## src/rtl/parent_link_hub_pkg.sv

```systemverilog
`default_nettype none
// ============================================================================
// Module      : parent_link_hub_pkg
// Description : Shared definitions for the root-side parent-link hub and the
//               root controller: destination-ID field, FSM encoding, msg types.
// Revision    : 1.0 - initial release
// ============================================================================
package parent_link_hub_pkg;

    localparam int          DEF_NUM_CHILDREN = 4;
    localparam int          DEF_WIDTH        = 64;
    localparam int          DEST_ID_W        = 8;
    localparam logic [7:0]  PKG_BROADCAST_ID = 8'hFF;

    typedef enum logic [1:0] {
        DOWN_IDLE  = 2'd0,
        DOWN_UNI   = 2'd1,
        DOWN_BCAST = 2'd2
    } down_state_e;

    typedef enum logic [3:0] {
        MSG_NOP    = 4'h0,
        MSG_DATA   = 4'h1,
        MSG_CTRL   = 4'h2,
        MSG_STATUS = 4'h3
    } msg_type_e;

    // The destination ID always occupies the top DEST_ID_W bits of a word.
    function automatic int dest_lsb(input int width);
        return width - DEST_ID_W;
    endfunction

endpackage
`default_nettype wire

```

## src/rtl/parent_link_hub_rr_arbiter.sv

```systemverilog
`default_nettype none
// ============================================================================
// Module      : rr_arbiter
// Description : Round-robin arbiter; grants the first requester at or after ptr.
// Revision    : 1.0 - initial release
// ============================================================================
module rr_arbiter #(
    parameter int N     = 4,
    parameter int PTR_W = 2
) (
    input  logic [N-1:0]     req,
    input  logic             en,
    input  logic [PTR_W-1:0] ptr,
    output logic [N-1:0]     grant,
    output logic [PTR_W-1:0] grant_idx,
    output logic             grant_valid
);

    logic [PTR_W:0] cand;

    always_comb begin
        grant       = '0;
        grant_idx   = '0;
        grant_valid = 1'b0;
        cand        = '0;
        for (int i = 0; i < N; i++) begin
            // Wrap ptr+i back into 0..N-1 without relying on power-of-two N.
            cand = {1'b0, ptr} + (PTR_W+1)'(i);
            if (cand >= (PTR_W+1)'(N)) begin
                cand = cand - (PTR_W+1)'(N);
            end
            if (en && !grant_valid && req[cand[PTR_W-1:0]]) begin
                grant[cand[PTR_W-1:0]] = 1'b1;
                grant_idx              = cand[PTR_W-1:0];
                grant_valid            = 1'b1;
            end
        end
    end

endmodule
`default_nettype wire

```

## src/rtl/parent_link_hub.sv

```systemverilog
`default_nettype none
// ============================================================================
// Module      : parent_link_hub
// Description : Merges leaf-FPGA upstream words round-robin to the root
//               controller; routes root words to one child or broadcasts.
// Revision    : 1.0 - initial release
// ============================================================================
module parent_link_hub
    import parent_link_hub_pkg::*;
#(
    parameter int                  NUM_CHILDREN = DEF_NUM_CHILDREN,
    parameter int                  WIDTH        = DEF_WIDTH,
    parameter int                  ID_WIDTH     = DEST_ID_W,
    parameter logic [ID_WIDTH-1:0] BROADCAST_ID = PKG_BROADCAST_ID
) (
    input  logic                          clk,
    input  logic                          reset,
    input  logic [NUM_CHILDREN*WIDTH-1:0] child_rx_data,
    input  logic [NUM_CHILDREN-1:0]       child_rx_valid,
    output logic [NUM_CHILDREN-1:0]       child_rx_ready,
    output logic [NUM_CHILDREN*WIDTH-1:0] child_tx_data,
    output logic [NUM_CHILDREN-1:0]       child_tx_valid,
    input  logic [NUM_CHILDREN-1:0]       child_tx_ready,
    output logic [WIDTH-1:0]              up_data,
    output logic                          up_valid,
    input  logic                          up_ready,
    input  logic [WIDTH-1:0]              down_data,
    input  logic                          down_valid,
    output logic                          down_ready,
    output logic                          busy,
    output logic                          err_bad_dest
);

    localparam int PTR_W = (NUM_CHILDREN > 1) ? $clog2(NUM_CHILDREN) : 1;

    logic [WIDTH-1:0]        up_data_q, up_data_d;
    logic                    up_valid_q, up_valid_d;
    logic [PTR_W-1:0]        rr_ptr_q, rr_ptr_d;
    logic                    load;
    logic [NUM_CHILDREN-1:0] grant;
    logic [PTR_W-1:0]        grant_idx;
    logic                    grant_valid;

    down_state_e             state_q, state_d;
    logic [NUM_CHILDREN-1:0] mask_q, mask_d;
    logic [WIDTH-1:0]        tx_data_q, tx_data_d;
    logic                    err_q, err_d;
    logic [ID_WIDTH-1:0]     dest;
    logic [NUM_CHILDREN-1:0] dest_onehot;

    // Output register refills whenever it is empty or draining this cycle.
    assign load = !up_valid_q || up_ready;

    rr_arbiter #(
        .N     (NUM_CHILDREN),
        .PTR_W (PTR_W)
    ) u_rr_arbiter (
        .req         (child_rx_valid),
        .en          (load && !reset),
        .ptr         (rr_ptr_q),
        .grant       (grant),
        .grant_idx   (grant_idx),
        .grant_valid (grant_valid)
    );

    always_comb begin
        up_valid_d = up_valid_q;
        up_data_d  = up_data_q;
        rr_ptr_d   = rr_ptr_q;
        if (load) begin
            up_valid_d = grant_valid;
            if (grant_valid) begin
                up_data_d = child_rx_data[int'(grant_idx)*WIDTH +: WIDTH];
                rr_ptr_d  = (grant_idx == PTR_W'(NUM_CHILDREN-1)) ? '0 : grant_idx + 1'b1;
            end
        end
    end

    assign dest = down_data[WIDTH-1 -: ID_WIDTH];

    always_comb begin
        dest_onehot = '0;
        for (int k = 0; k < NUM_CHILDREN; k++) begin
            dest_onehot[k] = (dest == ID_WIDTH'(k+1));
        end
    end

    always_comb begin
        state_d   = state_q;
        mask_d    = mask_q;
        tx_data_d = tx_data_q;
        err_d     = err_q;
        case (state_q)
            DOWN_IDLE: begin
                if (down_valid) begin
                    if (dest == BROADCAST_ID) begin
                        state_d   = DOWN_BCAST;
                        mask_d    = '1;
                        tx_data_d = down_data;
                    end else if (|dest_onehot) begin
                        state_d   = DOWN_UNI;
                        mask_d    = dest_onehot;
                        tx_data_d = down_data;
                    end else begin
                        err_d = 1'b1;
                    end
                end
            end
            default: begin
                // Children retire independently; done once every pending bit clears.
                mask_d = mask_q & ~child_tx_ready;
                if (mask_d == '0) begin
                    state_d = DOWN_IDLE;
                end
            end
        endcase
    end

    always_ff @(posedge clk) begin
        if (reset) begin
            up_valid_q <= 1'b0;
            up_data_q  <= '0;
            rr_ptr_q   <= '0;
            state_q    <= DOWN_IDLE;
            mask_q     <= '0;
            tx_data_q  <= '0;
            err_q      <= 1'b0;
        end else begin
            up_valid_q <= up_valid_d;
            up_data_q  <= up_data_d;
            rr_ptr_q   <= rr_ptr_d;
            state_q    <= state_d;
            mask_q     <= mask_d;
            tx_data_q  <= tx_data_d;
            err_q      <= err_d;
        end
    end

    assign child_rx_ready = grant;
    assign up_valid       = up_valid_q;
    assign up_data        = up_data_q;
    assign child_tx_valid = mask_q;
    assign child_tx_data  = {NUM_CHILDREN{tx_data_q}};
    assign down_ready     = (state_q == DOWN_IDLE) && !reset;
    assign busy           = up_valid_q || (state_q != DOWN_IDLE);
    assign err_bad_dest   = err_q;

endmodule
`default_nettype wire
```

## config.mk

```make
export PLATFORM = sky130hd
export DESIGN_NAME = parent_link_hub
export DESIGN_NICKNAME = d
export VERILOG_FILES = /design/src/rtl/parent_link_hub_pkg.sv /design/src/rtl/parent_link_hub_rr_arbiter.sv /design/src/rtl/parent_link_hub.sv
export SDC_FILE = /design/constraint.sdc
export NUM_CORES = 1
export LEC_CHECK = 0
export CORE_AREA = 3 3 258 260
export DETAILED_ROUTE_END_ITERATION = 8
export DIE_AREA = 0 0 261 263
export PLACE_DENSITY = 0.5
export SLEW_MARGIN = 0
export SYNTH_ARGS = -nofsm -noshare
export SYNTH_HDL_FRONTEND = slang
export SYNTH_SLANG_ARGS = --single-unit
```

## constraint.sdc

```tcl
create_clock -name clk -period 3.7 [get_ports clk]
set_input_delay 0.74 -clock clk [delete_from_list [all_inputs] [get_ports clk]]
set_output_delay 0.74 -clock clk [all_outputs]
set_load 0.02 [all_outputs]
```

==> key figures, run 1 <==
Outcome
  • Status: complete, no violations

CTS
  • Clk Latency, worst-skew pair: approximately 0.47 ns
  • H-tree Lvls: 4
  • Clk buf depth: 2
  • CTS tree: done
  • Post-CTS Setup Inserts: 0
  • # clock sinks: around 140
  • Clk slew on worst S/H paths: around 0.06 ns
  • Cts bufs inserted: 17
  • Post-cts hold buffer count: 0
  • Post-cts gate resize count: 0
  • CTS root buffer: clkbuf_16

Worst hold path
  • Hold Path Class: flop to flop

Detailed routing
  • Initial DRC Count: between 400 and 500
  • Remaining antenna violation count: 0
  • WL final: 44.11 mm
  • DR WL/cell: around 19 um
  • Routed via count: ~9000
  • Residual DRC: 0
  • First drt pass iteration count: 5
  • Via/cell ratio: 3.931

Logic synthesis
  • Cell type with the largest total area after synthesis: dfxtp_1
  • Compound-gate portion of the synthesized area: 0.2339
  • Distinct cells, synth: 58
  • Mux cell area share after synthesis: 0.08519
  • Synth Cell Area: 8710 um2
  • Most frequent cell after synthesis: buf_4
  • Top post-synthesis cells by area: dfxtp_1 32%, buf_4 17%, a21oi_1 7.9%
  • Post-synth top flop: dfxtp_1
  • Sequential area share after synthesis: 0.3172
  • Synthesized Nets: 1382
  • Post-synthesis area per instance: around 8.3 um2
  • Seq cells post-synth: between 100 and 150
  • Fraction of registers with async set/reset: 0
  • Simple-gate share of the synthesized area: 0.1254
  • Post-Synth XOR/XNOR Area: 0.001006
  • Yosys top cell area share: 0.3172
  • Post-synth EDFFs: 0
  • Largest family of logic cells by synthesized area: compound AO/OA/AOI/OAI gates
  • Adder-cell share of the synthesized area: 0.005746
  • Most common library cells after synthesis: 199 x buf_4, 138 x dfxtp_1, 137 x a21oi_1, 128 x nand2_1, 67 x nand3_1
  • YS warnings: 0
  • Gate Count Post-Synth: roughly 1000

Worst setup path
  • Flop-to-flop setup slack: approximately 0.82 ns
  • Kind of critical path: input pin to output pin
  • Critical Path Slowest Stage Cell: mux4_2
  • Worst path max stage delay: between 0.5 and 0.6 ns
  • Cell chain of the critical path: clkdlybuf4s50_1, mux4_2, inv_1, nor2_1, a22o_1, a221o_1, buf_12
  • CP endpoint kind: output pin
  • Critical path buffers and inverters: 3
  • Crit Path Max Fanout: 10
  • CP Data Arrival Time: approximately 2.9 ns
  • Nature of the critical path startpoint: input pin
  • CP top delay family: buffers and inverters
  • WP data required: between 2 and 3 ns

Layout
  • FILL cells: ~6900
  • NumNets Final: 1817
  • Reg area: ~2800 um2
  • P&R area growth vs syn: 76.97%
  • Share of layout cells above drive strength 1: 0.05489
  • Multi-input logic area: just under 4000 um2

Timing
  • Worst rel slew slack: 0.4296
  • Shortest period the worst path allows: about 3.6 ns
  • Final hold slack: 0.4850 ns
  • TNS Setup: 0 ns
  • Clock skew: between 0.015 and 0.02 ns
  • Final hold viol count: 0
  • Fin crit share: 0.9697
  • Slew @ Worst Pin: 0.8544 ns
  • Fin. max-slew vios: 0
  • Fmax: 0.2787 GHz
  • Finish-stage setup viols: 0
  • Final WS setup: 0.1121 ns
  • RSZ-0062 raised after global routing: no

Placed design
  • Port buffer count: ~660
  • GPL Wtd Cong: approximately 0.79
  • DP Worst Slack: around 0.11 ns
  • Post-DP HPWL: 35.29 mm

Die
  • Core Area: between 60000 and 70000 um2
  • IO Count: approximately 660
  • Die area: approximately 69000 um2
  • DIE HEIGHT: approximately 260 um
  • Starting Density: 0.1354
  • Row count: 93
  • Die W: around 260 um

Global routing
  • First-pass GRT wire length: 62.60 mm
  • GRT Overall Usage: 0.1237
  • Largest net degree at the start of global routing: 82
  • Vias in the first global route: 9158
  • Aggregate global routing overflow: 0
  • Antenna violations before repair: 4

Pwr
  • Power Total: approximately 0.0071 W
  • VDD IR max: 0.3637 mV
  • P_leak: around 5.6 nW
  • Pwr/cell area: ~460 nW/um2

Flow run
  • Max_cap viols: 0
==> power breakdown <==
part | switching [W] | internal (W) | leakage [nW] | total (W)
Combinational | 0.00177 | 0.00161 | 4.24 | 0.00338
Sequential | 0.000218 | 0.00184 | 1.13 | 0.00206
Clock | 0.000806 | 0.000863 | 0.248 | 0.00167
==> through the flow <==
stage / util / std cells / cell area (um2)
2_1_floorplan: - / 1046 / 8710
3_3_place_gp: 0.2310 / 2317 / 14870
3_5_place_dp: 0.2310 / 2317 / 14870
4_1_cts: 0.2393 / 2349 / 15400
5_1_grt: 0.2393 / 2350 / 15400
6_report: 0.2395 / 2356 / 15410
==> final timing paths <==
kind	to	cells after the start	startpoint
worst max register to register	rr_ptr_q[1]	10	rr_ptr_q[0]
worst min register to register	up_data[46]	2	up_data[46]
worst max-delay path	child_rx_ready[2]	7	child_rx_valid[2]
worst min-delay path	up_data[46]	2	up_data[46]
==> state kept, by name (all words and copies together) (netlist names) <==
name	cells
up_data	64
up_valid	1
tx_data_q	64
err_bad_dest	1
child_tx_valid	4
rr_ptr_q	2
state_q	2
==> cells in the final DEF (no fill, tap or decap), types with 3 or more instances in the layout <==
cell type / n
clkdlybuf4s50_1: 658
dfxtp_1: 138
a21oi_1: 137
nand2_1: 128
nand3_1: 67
mux2i_1: 66
o221ai_1: 64
a21boi_1: 56
buf_4: 22
nor2_1: 18
clkbuf_16: 17
buf_12: 14
inv_1: 8
a21boi_0: 8
diode_2: 7
o21ai_0: 7
nor3_1: 6
nor2b_1: 4
a22o_1: 4
a221o_1: 4
ha_1: 4
clkinvlp_4: 4
inv_6: 4
o211ai_1: 3
clkbuf_1: 3
==> logic make-up (layout without fill, tap and decap cells) <==
| family | count (synthesis) | in the layout |
|---|---|---|
| xor+xnor | 1 | 1 |
| simple gates | 243 | 243 |
| compound gates | 302 | 302 |
| mux | 71 | 71 |
| buf+inv | 287 | 735 |
| flops | 138 | 138 |
| fa+ha+maj | 4 | 4 |
| other cells | 0 | 7 |
==> worst min-delay path, stage by stage, from the launching register on <==
cell and delay (ns):
dfxtp_1 0.32, nand3_1 0.07, o221ai_1 0.06
==> final cells by class <==
class / instances / area share
diodes: 7 / 0.001136
clock buffers: 20 / 0.02833
multi-input cells: 621 / 0.2575
well taps: 855 / 0.06941
clock inverters: 12 / 0.006007
repair buffers: 694 / 0.4562
inverters: 9 / 0.002192
flip-flops and latches: 138 / 0.1792
==> per-layer routing <==
layer | share of wire | wire length (um) | vias to the layer above | GRT usage
li1 | - | - | 4409 | -
met1 | 0.37 | 16370 | 4339 | 0.1327
met2 | 0.53 | 23340 | 480 | 0.2300
met3 | 0.080 | 3528 | 33 | 0.03858
met4 | 0.020 | 864 | 0 | 0.03611
met5 | 0 | 0 | - | 0
No activity file was read; power rests on OpenSTA's default activity.
==> inputs of run 2 (changes only) <==
--- a/config.mk
+++ b/config.mk
@@ -6,6 +6,7 @@
 export NUM_CORES = 1
 export LEC_CHECK = 0
 export CORE_AREA = 3 3 258 260
+export CTS_CLUSTER_DIAMETER = 120
 export DETAILED_ROUTE_END_ITERATION = 8
 export DIE_AREA = 0 0 261 263
 export PLACE_DENSITY = 0.5
==> results of run 2 <==
Same layout as run 1: the final DEF is identical, and so are final timing and power.
